## src/rtl/ddr3_port_arbiter.sv

```systemverilog
// Two-port burst arbiter in front of the DDR3 controller: round-robin between the
// acquisition (A) and USB (B) ports, with urgent A priority bounded by a starvation limit.
module ddr3_port_arbiter #(
   parameter int ADDR_WIDTH = 27,
   parameter int DATA_WIDTH = 32,
   parameter int LEN_BITS   = 8,
   parameter int STARVE_MAX = 4
) (
   input  logic                  clock,
   input  logic                  arst_n,
   input  logic                  urgent_i,
   input  logic                  a_cmd_valid,
   output logic                  a_cmd_ready,
   input  logic                  a_cmd_write,
   input  logic [ADDR_WIDTH-1:0] a_cmd_addr,
   input  logic [LEN_BITS-1:0]   a_cmd_len,
   input  logic                  a_wr_valid,
   output logic                  a_wr_ready,
   input  logic [DATA_WIDTH-1:0] a_wr_data,
   output logic                  a_rd_valid,
   input  logic                  a_rd_ready,
   output logic                  a_rd_last,
   output logic [DATA_WIDTH-1:0] a_rd_data,
   input  logic                  b_cmd_valid,
   output logic                  b_cmd_ready,
   input  logic                  b_cmd_write,
   input  logic [ADDR_WIDTH-1:0] b_cmd_addr,
   input  logic [LEN_BITS-1:0]   b_cmd_len,
   input  logic                  b_wr_valid,
   output logic                  b_wr_ready,
   input  logic [DATA_WIDTH-1:0] b_wr_data,
   output logic                  b_rd_valid,
   input  logic                  b_rd_ready,
   output logic                  b_rd_last,
   output logic [DATA_WIDTH-1:0] b_rd_data,
   output logic                  m_cmd_valid,
   input  logic                  m_cmd_ready,
   output logic                  m_cmd_write,
   output logic [ADDR_WIDTH-1:0] m_cmd_addr,
   output logic [LEN_BITS-1:0]   m_cmd_len,
   output logic                  m_wr_valid,
   input  logic                  m_wr_ready,
   output logic                  m_wr_last,
   output logic [DATA_WIDTH-1:0] m_wr_data,
   input  logic                  m_rd_valid,
   output logic                  m_rd_ready,
   input  logic                  m_rd_last,
   input  logic [DATA_WIDTH-1:0] m_rd_data,
   output logic [1:0]            grant_o,
   output logic                  busy_o,
   output logic                  err_o
);

   localparam int SW = $clog2(STARVE_MAX + 1);

   typedef enum logic [1:0] {S_IDLE, S_CMD, S_WDATA, S_RDATA} state_t;

   state_t              state;
   logic                prio_b;
   logic [SW-1:0]       starve_cnt;
   logic [LEN_BITS-1:0] beat_cnt;
   logic                pick_a, pick_b;
   logic                is_last, sel_b, in_wr, in_rd, wr_hs, rd_hs;

   // NOTE: every always_comb output gets a default first, so no path can infer a latch.
   always_comb begin
      pick_a = 1'b0;
      pick_b = 1'b0;
      if (state == S_IDLE) begin
         if (a_cmd_valid && b_cmd_valid) begin
            pick_b = urgent_i ? (starve_cnt == SW'(STARVE_MAX)) : prio_b;
            pick_a = !pick_b;
         end else begin
            pick_a = a_cmd_valid;
            pick_b = b_cmd_valid;
         end
      end
   end

   assign a_cmd_ready = pick_a;
   assign b_cmd_ready = pick_b;

   // Data phases are pure routing; only the beat counter decides where the burst ends.
   assign is_last    = (beat_cnt == m_cmd_len);
   assign sel_b      = grant_o[1];
   assign in_wr      = (state == S_WDATA);
   assign in_rd      = (state == S_RDATA);

   assign m_wr_valid = in_wr && (sel_b ? b_wr_valid : a_wr_valid);
   assign m_wr_data  = sel_b ? b_wr_data : a_wr_data;
   assign m_wr_last  = in_wr && is_last;
   assign a_wr_ready = in_wr && !sel_b && m_wr_ready;
   assign b_wr_ready = in_wr && sel_b && m_wr_ready;

   assign m_rd_ready = in_rd && (sel_b ? b_rd_ready : a_rd_ready);
   assign a_rd_valid = in_rd && !sel_b && m_rd_valid;
   assign b_rd_valid = in_rd && sel_b && m_rd_valid;
   assign a_rd_last  = in_rd && !sel_b && is_last;
   assign b_rd_last  = in_rd && sel_b && is_last;
   assign a_rd_data  = m_rd_data;
   assign b_rd_data  = m_rd_data;

   assign wr_hs = m_wr_valid && m_wr_ready;
   assign rd_hs = m_rd_valid && m_rd_ready;

   // NOTE: sequential state uses non-blocking assignments so every register samples pre-edge values.
   always_ff @(posedge clock or negedge arst_n) begin
      if (!arst_n) begin
         state       <= S_IDLE;
         prio_b      <= 1'b0;
         starve_cnt  <= '0;
         beat_cnt    <= '0;
         m_cmd_valid <= 1'b0;
         m_cmd_write <= 1'b0;
         m_cmd_addr  <= '0;
         m_cmd_len   <= '0;
         grant_o     <= 2'b00;
         busy_o      <= 1'b0;
         err_o       <= 1'b0;
      end else begin
         case (state)
            S_IDLE: begin
               if (pick_a || pick_b) begin
                  m_cmd_write <= pick_b ? b_cmd_write : a_cmd_write;
                  m_cmd_addr  <= pick_b ? b_cmd_addr : a_cmd_addr;
                  m_cmd_len   <= pick_b ? b_cmd_len : a_cmd_len;
                  m_cmd_valid <= 1'b1;
                  grant_o     <= {pick_b, pick_a};
                  busy_o      <= 1'b1;
                  prio_b      <= pick_a;
                  state       <= S_CMD;
                  // Only A grants that made a waiting B step aside count toward starvation.
                  if (pick_a && b_cmd_valid) begin
                     if (starve_cnt != SW'(STARVE_MAX)) starve_cnt <= starve_cnt + SW'(1);
                  end else begin
                     starve_cnt <= '0;
                  end
               end
            end
            S_CMD: begin
               if (m_cmd_ready) begin
                  m_cmd_valid <= 1'b0;
                  beat_cnt    <= '0;
                  state       <= m_cmd_write ? S_WDATA : S_RDATA;
               end
            end
            S_WDATA: begin
               if (wr_hs) begin
                  if (is_last) begin
                     state   <= S_IDLE;
                     grant_o <= 2'b00;
                     busy_o  <= 1'b0;
                  end else begin
                     beat_cnt <= beat_cnt + LEN_BITS'(1);
                  end
               end
            end
            S_RDATA: begin
               if (rd_hs) begin
                  if (m_rd_last != is_last) err_o <= 1'b1;
                  if (is_last) begin
                     state   <= S_IDLE;
                     grant_o <= 2'b00;
                     busy_o  <= 1'b0;
                  end else begin
                     beat_cnt <= beat_cnt + LEN_BITS'(1);
                  end
               end
            end
            default: state <= S_IDLE;
         endcase
      end
   end

endmodule

```

## config.mk

```make
export PLATFORM = sky130hd
export DESIGN_NAME = ddr3_port_arbiter
export DESIGN_NICKNAME = d
export VERILOG_FILES = /design/src/rtl/ddr3_port_arbiter.sv
export SDC_FILE = /design/constraint.sdc
export NUM_CORES = 1
export LEC_CHECK = 0
export BUFFER_PORTS_ARGS = -buffer_cell sky130_fd_sc_hd__buf_2
export CAP_MARGIN = 20
export CORE_AREA = 2 2 129 131
export CTS_CLUSTER_DIAMETER = 100
export DETAILED_ROUTE_END_ITERATION = 7
export DIE_AREA = 0 0 131 133
export SYNTH_ARGS = -nofsm -noshare
export SYNTH_HDL_FRONTEND = slang
export SYNTH_SLANG_ARGS = --single-unit
```

## constraint.sdc

```tcl
create_clock -name clock -period 2.45 [get_ports clock]
set_clock_uncertainty 0.2 [all_clocks]
set_input_delay 0.49 -clock clock [delete_from_list [all_inputs] [get_ports clock]]
set_output_delay 0.49 -clock clock [all_outputs]
set_load 0.005 [all_outputs]
```

==> flow_summary.toml <==
[run_status]
outcome = "complete, no violations"

[yosys]
yosysWarnings = 0
synthCells = 400
ys.flop_type = "dfrtp_1"
ys_seq_area_share_pct = 36.0
synth_area_per_cell_um2 = 9.56
syn-num-nets = 584
syn_area_mm2 = 0.00382
synth_top_cell_by_area = "dfrtp_1"
synth_seq_cells = 55
synthTopCellsByArea = "dfrtp_1 (36%), buf_4 (13%), mux2_2 (10%)"
synthDominantCellAreaShare_pct = 36.0
synthArstFlopShare_pct = 100
synth_edf_count = 0
synth.distinct_cells = 44

[finish]
area_delta_synth_final_pct = 31.5
layout_common_cells = "buf_2 (232), nand2_1 (52), dfrtp_1 (52)"
n_fill_cell = 1717
fin_area_mm2 = 0.00503
final_nets = 755
final_common_cell = "buf_2"
drive_gt1_share_pct = 54.2
n_antenna_cell = 0

[global_routing]
grt_first_pass_wirelength_um = 19300
grt_pass1_vias = 3358
gr-total-overflow = 0
grt_use_total_pct = 15.2
grt_max_degree = 49
antenna_found_initial = 0

[power]
p_int_w = 0.00280
leakagePower_nw = 2.51
sequentialPowerShare_pct = 33.4
ir_worst_vdd_mv = 0.361
power.share.combinational_pct = 51.9
pwr_density_cell_mw_per_mm2 = 933
switching_share_pct = 40.2
power.share.clock_pct = 14.7
p_sw_w = 0.00189

[placed_design]
place_area_mm2 = 0.00479
io_buffer_count = 232
gp_congestion = 0.799
dp_hpwl_um = 11600

[route]
drtIter0Drc = 73
wl_um = 13800
dr_wl_met3_um = 1020
viasPerCell = 4.28
m1WireLength_um = 4760
met2_length_um = 7660
maxUsedRoutingLayer = "met4"
final_antenna_net_count = 0
wl_per_cell_um = 17.4
drc = 0
drtPass1Iterations = 4
vias = 3391

[clock_network]
cts-root-buf = "clkbuf_16"
cts_num_sinks = 55
clk_pin_slew_ns = 0.07
tritoncts = "done"
cts_max_level = 2
clkLatencyLatePin_ns = 0.29
cts_made_buffers = 5
clockBufferDepth = 2

[critical_path]
arrival_ns = 1.68
r2r_start = "state[0]"
path_max_fanout = 5
startpoint_type = "flop"
crit_path_end_kind = "output port"
critPathKind = "flop to output port"
cp.required_ns = 1.76
crit_start = "m_cmd_len[6]"

[sta]
fin_setup_tns_ns = 0
maxSlewHeadroom_pct = 63.0
rsz0062_at_grt = "true"
tightest_slew_ns = 0.555
min_period_ns = 2.37
setup_viol = 0
finalHoldViolCount = 0
max_freq_mhz = 423
finalMaxSlewViolations = 0
period_share_pct = 96.6

[min_path]
hold_path.class = "primary input to flop"
hold_start = "a_cmd_addr[5]"

[die]
core_mm2 = 0.0162
fp.dieH_um = 133
rows = 47
die_area_mm2 = 0.0174
num_io_pins = 329
die_x_um = 131
initial_core_util_pct = 23.6

[run]
maxCapViolations = 0
routing by layer:
layer  global-route usage [%]  vias to the layer above
met5                        0                        -
met3                     3.19                       14
met1                     15.1                     1526
met2                     30.5                      198
li1                         -                     1653
met4                     4.43                        0
worst paths after layout:
check                                endpoint  slack (ns)  cells past startpoint
worst min register to register  m_cmd_addr[6]        0.28                      2
min in group asynchronous       m_cmd_addr[9]        0.52                      2
worst max register to register   m_cmd_len[1]        0.36                      7
worst min-delay path            m_cmd_addr[5]        0.27                      3
max in group asynchronous        m_cmd_len[6]        0.94                      3
worst max-delay path                b_rd_last        0.08                      5
metrics by stage:
step | power, W | std cells | setup WS (ns) | hold slack (ns) | utilization (%)
after floorplan | 0.00297 | 400 | 0.352 | -0.00559 | -
after global placement | 0.00398 | 779 | 0.252 | 0.258 | 29.6
after detailed placement | 0.00400 | 779 | 0.233 | 0.266 | 29.6
after CTS | 0.00475 | 790 | 0.000445 | 0.266 | 30.8
after global routing | 0.00506 | 792 | -0.00347 | 0.283 | 31.1
final | 0.00469 | 792 | 0.0844 | 0.274 | 31.1
cells by family (layout without fill, tap and decap cells):
family                   count (synthesis)  in the layout  share of synthesized area, %
AND/OR/NAND/NOR                        102            102                          13.6
buffers and inverters                   94            266                          16.7
multiplexers                            72             72                          20.1
AO/OA/AOI/OAI                           65             65                          10.6
flip-flops                              55             55                          36.0
XOR/XNOR                                 9              9                          2.06
adder cells (fa/ha/maj)                  3              3                         0.982
cell usage after synthesis (2+ instances only):
master	n
a21oi_1	7
a31o_1	2
a31o_2	3
a31oi_1	2
a31oi_2	2
a41o_1	2
and2_1	2
and3_1	3
and3b_1	2
and4_1	2
buf_4	67
buf_6	4
clkbuf_1	12
dfrtp_1	55
ha_1	3
inv_1	9
mux2_2	34
mux2i_1	37
nand2_1	53
nand2b_1	2
nand3_1	10
nand4_1	4
nand4b_1	2
nor2_1	11
nor2b_1	2
nor3_1	2
nor4_4	2
o21ai_0	40
o21ai_1	2
xor2_1	8
cell type report:
cell class | count | area (um2) | share of cell area (%)
sequential | 55 | 1380 | 27.5
tap | 220 | 275 | 5.48
clock buffer | 7 | 133 | 2.64
inverter | 9 | 33.8 | 0.672
timing repair buffer | 249 | 1350 | 26.8
multi-input combinational | 251 | 1860 | 36.9
clock inverter | 1 | 5.00 | 0.0996
worst max-delay path: stages (launching register included):
cell	delay, ns
dfrtp_2	0.45
xor2_2	0.20
nor4_4	0.29
nand2_2	0.18
nor3_2	0.13
buf_2	0.13
state kept, by name, summed over array words and instances (netlist names):
signal       cells
m_cmd_write      1
m_cmd_valid      1
prio_b           1
err_o            1
state            2
beat_cnt         8
m_cmd_len        8
grant_o          2
busy_o           1
m_cmd_addr      27
starve_cnt       3
power groups by stage:
stage | registers (W) | logic [W] | clock network (W)
4_1_cts | 0.00157 | 0.00246 | 0.000723
3_5_place_dp | 0.00157 | 0.00243 | 0
5_1_grt | 0.00162 | 0.00268 | 0.000758
3_3_place_gp | 0.00157 | 0.00242 | 0
2_1_floorplan | 0.00154 | 0.00144 | 0
6_report | 0.00157 | 0.00243 | 0.000689
what timing repair did:
action                                 4_1_cts  5_1_grt
pin swaps                                    1        4
hold buffers                                 1        0
gates resized for setup                      2        7
gates cloned                                 1        0
setup endpoints to repair                    3        9
buffers inserted                             1        2
endpoints found under the hold margin        2        0
No activity file was read; power rests on OpenSTA's default activity.
